<file path="config.mk">
export PLATFORM = sky130hd
export DESIGN_NAME = hex_display_arbiter
export DESIGN_NICKNAME = d
export VERILOG_FILES = /design/src/rtl/hex_display_pkg.sv /design/src/rtl/hex_seg_decoder.sv /design/src/rtl/hex_display_arbiter.sv
export SDC_FILE = /design/constraint.sdc
export NUM_CORES = 1
export LEC_CHECK = 0
export CORE_ASPECT_RATIO = 1.2
export CORE_MARGIN = 3
export CORE_UTILIZATION = 57
export CTS_CLUSTER_DIAMETER = 200
export DETAILED_ROUTE_END_ITERATION = 8
export PLACE_DENSITY = 0.86
export SYNTH_ARGS = -nofsm -noshare
export SYNTH_HDL_FRONTEND = slang
export SYNTH_HIERARCHICAL = 1
export SYNTH_SLANG_ARGS = --single-unit
</file>
<file path="constraint.sdc">
create_clock -name clk -period 12 [get_ports clk]
set_input_delay 3.6 -clock clk [delete_from_list [all_inputs] [get_ports clk]]
set_output_delay 3.6 -clock clk [all_outputs]
set_load 0.005 [all_outputs]
</file>
<file path="src/rtl/hex_display_pkg.sv">
// Shared constants and types for the hex display arbiter: segment table,
// blank code, digit count and requester index.
package hex_display_pkg;

    localparam int NUM_DIGITS = 6;
    localparam logic [7:0] HEX_BLANK = 8'hff;

    // Active-low g..a patterns for nibble values 0..F.
    localparam logic [6:0] SEG_LUT [16] = '{
        7'h40, 7'h79, 7'h24, 7'h30, 7'h19, 7'h12, 7'h02, 7'h78,
        7'h00, 7'h10, 7'h08, 7'h03, 7'h46, 7'h21, 7'h06, 7'h0e
    };

    typedef enum logic {
        REQ0 = 1'b0,
        REQ1 = 1'b1
    } owner_t;

endpackage

</file>
<file path="src/rtl/hex_seg_decoder.sv">
// Combinational nibble-to-segment decoder for one digit; active-low output,
// bit 7 is the decimal point.
module hex_seg_decoder
    import hex_display_pkg::*;
(
    input  logic [3:0] nibble,
    input  logic       dp,
    input  logic       blank,
    output logic [7:0] seg
);

    assign seg = blank ? HEX_BLANK : {~dp, SEG_LUT[nibble]};

endmodule

</file>
<file path="src/rtl/hex_display_arbiter.sv">
// Round-robin arbiter sharing six seven-segment displays between two requesters,
// with an ownership hold timer. Optional macro: HEX_BLANK_LEADING_EN.
module hex_display_arbiter
    import hex_display_pkg::*;
#(
    parameter int unsigned HOLD_CYCLES = 50_000_000
) (
    input  logic        clk,
    input  logic        reset,
    input  logic        req0,
    input  logic [23:0] data0,
    input  logic [5:0]  dp0,
    output logic        gnt0,
    input  logic        req1,
    input  logic [23:0] data1,
    input  logic [5:0]  dp1,
    output logic        gnt1,
    output logic        owner,
    output logic        hold_active,
    output logic [7:0]  hex0,
    output logic [7:0]  hex1,
    output logic [7:0]  hex2,
    output logic [7:0]  hex3,
    output logic [7:0]  hex4,
    output logic [7:0]  hex5
);

    localparam int CNT_W = (HOLD_CYCLES > 0) ? $clog2(HOLD_CYCLES + 1) : 1;
    localparam logic [CNT_W-1:0] HOLD_LOAD = CNT_W'(HOLD_CYCLES);
    localparam logic [CNT_W-1:0] CNT_ONE   = CNT_W'(1);

    logic [23:0]           disp_data;
    logic [NUM_DIGITS-1:0] disp_dp;
    logic                  valid_q;
    owner_t                owner_q;
    logic [CNT_W-1:0]      hold_cnt;
    logic                  gnt0_q;
    logic                  gnt1_q;
    logic                  acc0;
    logic                  acc1;

    always_comb begin
        acc0 = 1'b0;
        acc1 = 1'b0;
        // A grant cycle blocks acceptance so every transfer spans two edges.
        if (!(gnt0_q || gnt1_q)) begin
            if (hold_cnt != '0) begin
                acc0 = req0 && (owner_q == REQ0);
                acc1 = req1 && (owner_q == REQ1);
            end else if (req0 && req1) begin
                acc0 = (owner_q == REQ1);
                acc1 = (owner_q == REQ0);
            end else begin
                acc0 = req0;
                acc1 = req1;
            end
        end
    end

    always_ff @(posedge clk or posedge reset) begin
        if (reset) begin
            disp_data <= '0;
            disp_dp   <= '0;
            valid_q   <= 1'b0;
            owner_q   <= REQ1;
            hold_cnt  <= '0;
            gnt0_q    <= 1'b0;
            gnt1_q    <= 1'b0;
        end else begin
            gnt0_q <= acc0;
            gnt1_q <= acc1;
            if (acc0 || acc1) begin
                disp_data <= acc1 ? data1 : data0;
                disp_dp   <= acc1 ? dp1 : dp0;
                valid_q   <= 1'b1;
                owner_q   <= acc1 ? REQ1 : REQ0;
                hold_cnt  <= HOLD_LOAD;
            end else if (hold_cnt != '0) begin
                hold_cnt <= hold_cnt - CNT_ONE;
            end
        end
    end

    logic [NUM_DIGITS-1:0] blank_lead;
    logic [NUM_DIGITS-1:0] blank_dig;

`ifdef HEX_BLANK_LEADING_EN
    logic lead_zero;

    // Walk down from the top digit; a lit dp ends the leading-zero run.
    always_comb begin
        blank_lead = '0;
        lead_zero  = 1'b1;
        for (int i = NUM_DIGITS - 1; i >= 1; i--) begin
            lead_zero     = lead_zero && (disp_data[4*i +: 4] == 4'h0) && !disp_dp[i];
            blank_lead[i] = lead_zero;
        end
    end
`else
    assign blank_lead = '0;
`endif

    assign blank_dig = blank_lead | {NUM_DIGITS{~valid_q}};

    logic [7:0] seg_w [NUM_DIGITS];
    logic [7:0] hex_q [NUM_DIGITS];

    for (genvar g = 0; g < NUM_DIGITS; g++) begin : g_dec
        hex_seg_decoder u_dec (
            .nibble (disp_data[4*g +: 4]),
            .dp     (disp_dp[g]),
            .blank  (blank_dig[g]),
            .seg    (seg_w[g])
        );
    end

    always_ff @(posedge clk or posedge reset) begin
        if (reset) begin
            for (int i = 0; i < NUM_DIGITS; i++) hex_q[i] <= HEX_BLANK;
        end else begin
            for (int i = 0; i < NUM_DIGITS; i++) hex_q[i] <= seg_w[i];
        end
    end

    assign gnt0        = gnt0_q;
    assign gnt1        = gnt1_q;
    assign owner       = owner_q;
    assign hold_active = (hold_cnt != '0);
    assign hex0        = hex_q[0];
    assign hex1        = hex_q[1];
    assign hex2        = hex_q[2];
    assign hex3        = hex_q[3];
    assign hex4        = hex_q[4];
    assign hex5        = hex_q[5];

endmodule

</file>
==> impl_metrics.ini <==
[clock_tree]
cts-root-buf = clkbuf_16
cts_sinks = 108
cts_tree = yes
max_clock_buf_depth = 2
cts_repair_resize_count = 0
post_cts_buffers = 0
clock_insertion_delay_worst_skew_ns = 0.35
cts_made_buffers = 9
cts.reportedPaths.clkPinSlew_ns = 0.07
cts.htree.levels = 3
cts_hold_buffers = 0

[synthesis]
synth_nets = 651
synth_top_flop_cell = dfrtp_1
synthesis.area_per_instance_um2 = 11.4
asr_flop_ratio_synth = 1.00
yosys_warnings = 6
yosys_register_bits = 108
netlist_area_um2 = 6170
synth_cell_type_count = 62
synth_seq_area_share = 0.448
number_of_synthesized_flops_with_an_enable_pin = 0
netlist_instances = 543

[global_routing]
grt_pass1_vias = 4558
antenna_found_initial = 0
track_usage = 0.232
grt_remaining_overflow = 0
grt_start_max_net_pins = 71
grt_first_pass_wirelength_um = 22300

[layout]
post_layout_inst_area_um2 = 7680
most_common_cell_after_layout_fill_and_taps_aside = clkdlybuf4s50_1
syn2layout_area_growth_pct = 24.4
final_cell_mix = 115 x clkdlybuf4s50_1, 59 x dfrtp_1, 49 x dfstp_2, 44 x ha_1
share_of_post_route_cells_with_drive_strength_above_1 = 0.215
final_net_count = 753
n_antenna_cell = 0

[setup_path]
crit_path_max_incr_delay_ns = 0.59
worstPathRequired_ns = 8.40
master_of_the_slowest_instance_on_the_critical_path = or4_4
critical_path.startpoint_type = flip-flop
setup.worst_path.end_class = output pin
cp_top_family = simple AND/OR/NAND/NOR gates
crit_arrival_ns = 2.50
crit_path_max_fanout = 9
timing.critical_path.cells = or4_4, nor3_4, nand3_2, clkdlybuf4s50_1
criticalPathCategory = reg2out
critPathBufInv = 1

[detailed_routing]
vias_per_cell = 5.74
firstDrtPassIters = 5
met2RoutedLength_um = 7330
met1Wirelength_um = 5330
routed_wirelength_um = 13600
avgRoutedWirePerCell_um = 17.5
drtIter0Drc = 237
ant_nets = 0
met3WireLength_um = 674
drcViolationCount = 0
highest_metal_layer_with_signal_wires = met4
via_count = 4468

[die]
fp-row-count = 41
coreArea_um2 = 10600
die_width_um = 101
die_h_um = 120
floorplan.initialDensity = 0.584
num_io_pins = 116
floorplan.die_area_um2 = 12100

[power_and_ir_drop]
power_per_cell_area_nw_per_um2 = 153
leakage_uw = 0.00318
irDropWorstVdd_mv = 0.0783

[flow_run]
cap_viol_max_count = 0

[sta]
slew_violations = 0
layout_worst_path_cycle_share = 0.508
final-hold-violation-count = 0
rsz0062_at_grt = no
post-route-min-period_ns = 6.10
finalClockSkew_ns = 0.00723
tightest_slew_ns = 1.11
maxClockFrequency_mhz = 164
tns_ns = 0
timing.max_slew.rel_slack = 0.261
setup_violations = 0

[min_path]
hold_path_class = reg2reg

[placement]
placed_area_um2 = 7330
routabilityCongestion = 0.838
dp_hpwl_um = 9660
io_buffers = 115

[outcome]
status = completed
worst reg2reg max path, stage by stage, from the launching register on:
cell and delay [ns]:
dfrtp_1 0.42, or4_4 0.59, nor3_4 0.32, a31oi_1 0.22, a311oi_4 0.98, buf_4 0.50
mux2_2 0.39, mux2_2 0.27
cells in the mapped netlist (all sizes together) (2+ instances only):
library cell,number,area share
a21boi,5,0.0061
ha,44,0.089
a311o,6,0.0097
nand2b,12,0.012
buf,19,0.024
a211oi,2,0.0024
dfstp,49,0.21
o21ai,26,0.021
nor2b,7,0.0071
a2111oi,10,0.014
nand2,32,0.020
a21oi,7,0.0057
nor4,7,0.0091
nand4,3,0.0030
nor3,5,0.0059
a31oi,27,0.027
clkbuf,9,0.0063
o211ai,2,0.0024
or3,2,0.0020
nor2,36,0.022
a211o,2,0.0028
or2,2,0.0020
xnor2,13,0.018
dfrtp,59,0.24
inv,37,0.022
or4,2,0.0030
and3,3,0.0038
xor2,9,0.013
a221o,2,0.0032
mux2i,13,0.021
o21a,5,0.0061
nor4b,2,0.0038
nand3,6,0.0057
a32oi,2,0.0028
mux2,62,0.13
routing by layer:
layer	vias up	global-route usage
met5	-	0
met4	0	0.0831
met3	16	0.0308
met2	126	0.414
met1	2212	0.282
li1	2114	-
power by group:
part,switching [µW],leakage [µW],internal (µW)
clock,130,0.000170,208
combinational,134,0.00182,179
sequential,65.3,0.00119,458
total,329,0.00318,845
cell families after synthesis:
group                      count (synthesis)  synth area share
AOI/OAI and AO/OA                        103             0.117
xor gates and xnor gates                  22            0.0312
adders and majority gates                 44            0.0892
buffers and inverters                     65            0.0531
DFF                                      108             0.448
muxes                                     75             0.154
and+or+nand+nor                          126             0.109
worst paths after layout:
path / endpoint / cells past startpoint / from / slack, ns
hold reg to reg: hex4[7] / 1 / disp_dp[4] / 0.40
max in group asynchronous: disp_data[14] / 3 / reset / 7.15
min in group asynchronous: gnt0 / 2 / reset / 3.63
hold / removal: hex4[7] / 1 / disp_dp[4] / 0.40
setup / recovery: hold_active / 4 / hold_cnt[2] / 5.90
setup reg to reg: disp_data[1] / 7 / hold_cnt[2] / 8.19
sequential cells by signal (all words and copies together) (netlist names):
| signal | cells |
|---|---|
| disp_data | 24 |
| gnt1 | 1 |
| hex3 | 8 |
| hex1 | 8 |
| owner | 1 |
| hex0 | 8 |
| hex2 | 8 |
| gnt0 | 1 |
| disp_dp | 6 |
| hold_cnt | 26 |
| hex5 | 8 |
| hex4 | 8 |
| valid_q | 1 |
area by class of cell:
| cell class | count | area (µm²) |
|---|---|---|
| fill | 738 | 2890 |
| timing repair buffer | 119 | 1180 |
| clock buffer | 13 | 283 |
| clock inverter | 3 | 65.1 |
| multi-input combinational | 370 | 3080 |
| tap | 129 | 161 |
| inverter | 37 | 141 |
| sequential | 108 | 2760 |
metrics by stage:
stage | total power, µW | worst slack (ns) | instances | util | hold slack, ns
final | 1170 | 5.90 | 779 | 0.727 | 0.399
after global routing | 1240 | 5.77 | 779 | 0.727 | 0.412
after CTS | 1180 | 5.89 | 779 | 0.727 | 0.400
after detailed placement | 841 | 5.57 | 763 | 0.694 | 0.390
after global placement | 822 | 5.65 | 763 | 0.694 | 0.384
after floorplan | 697 | 5.64 | 543 | - | 0.372
Note: power is estimated with default switching activity, not from simulation.
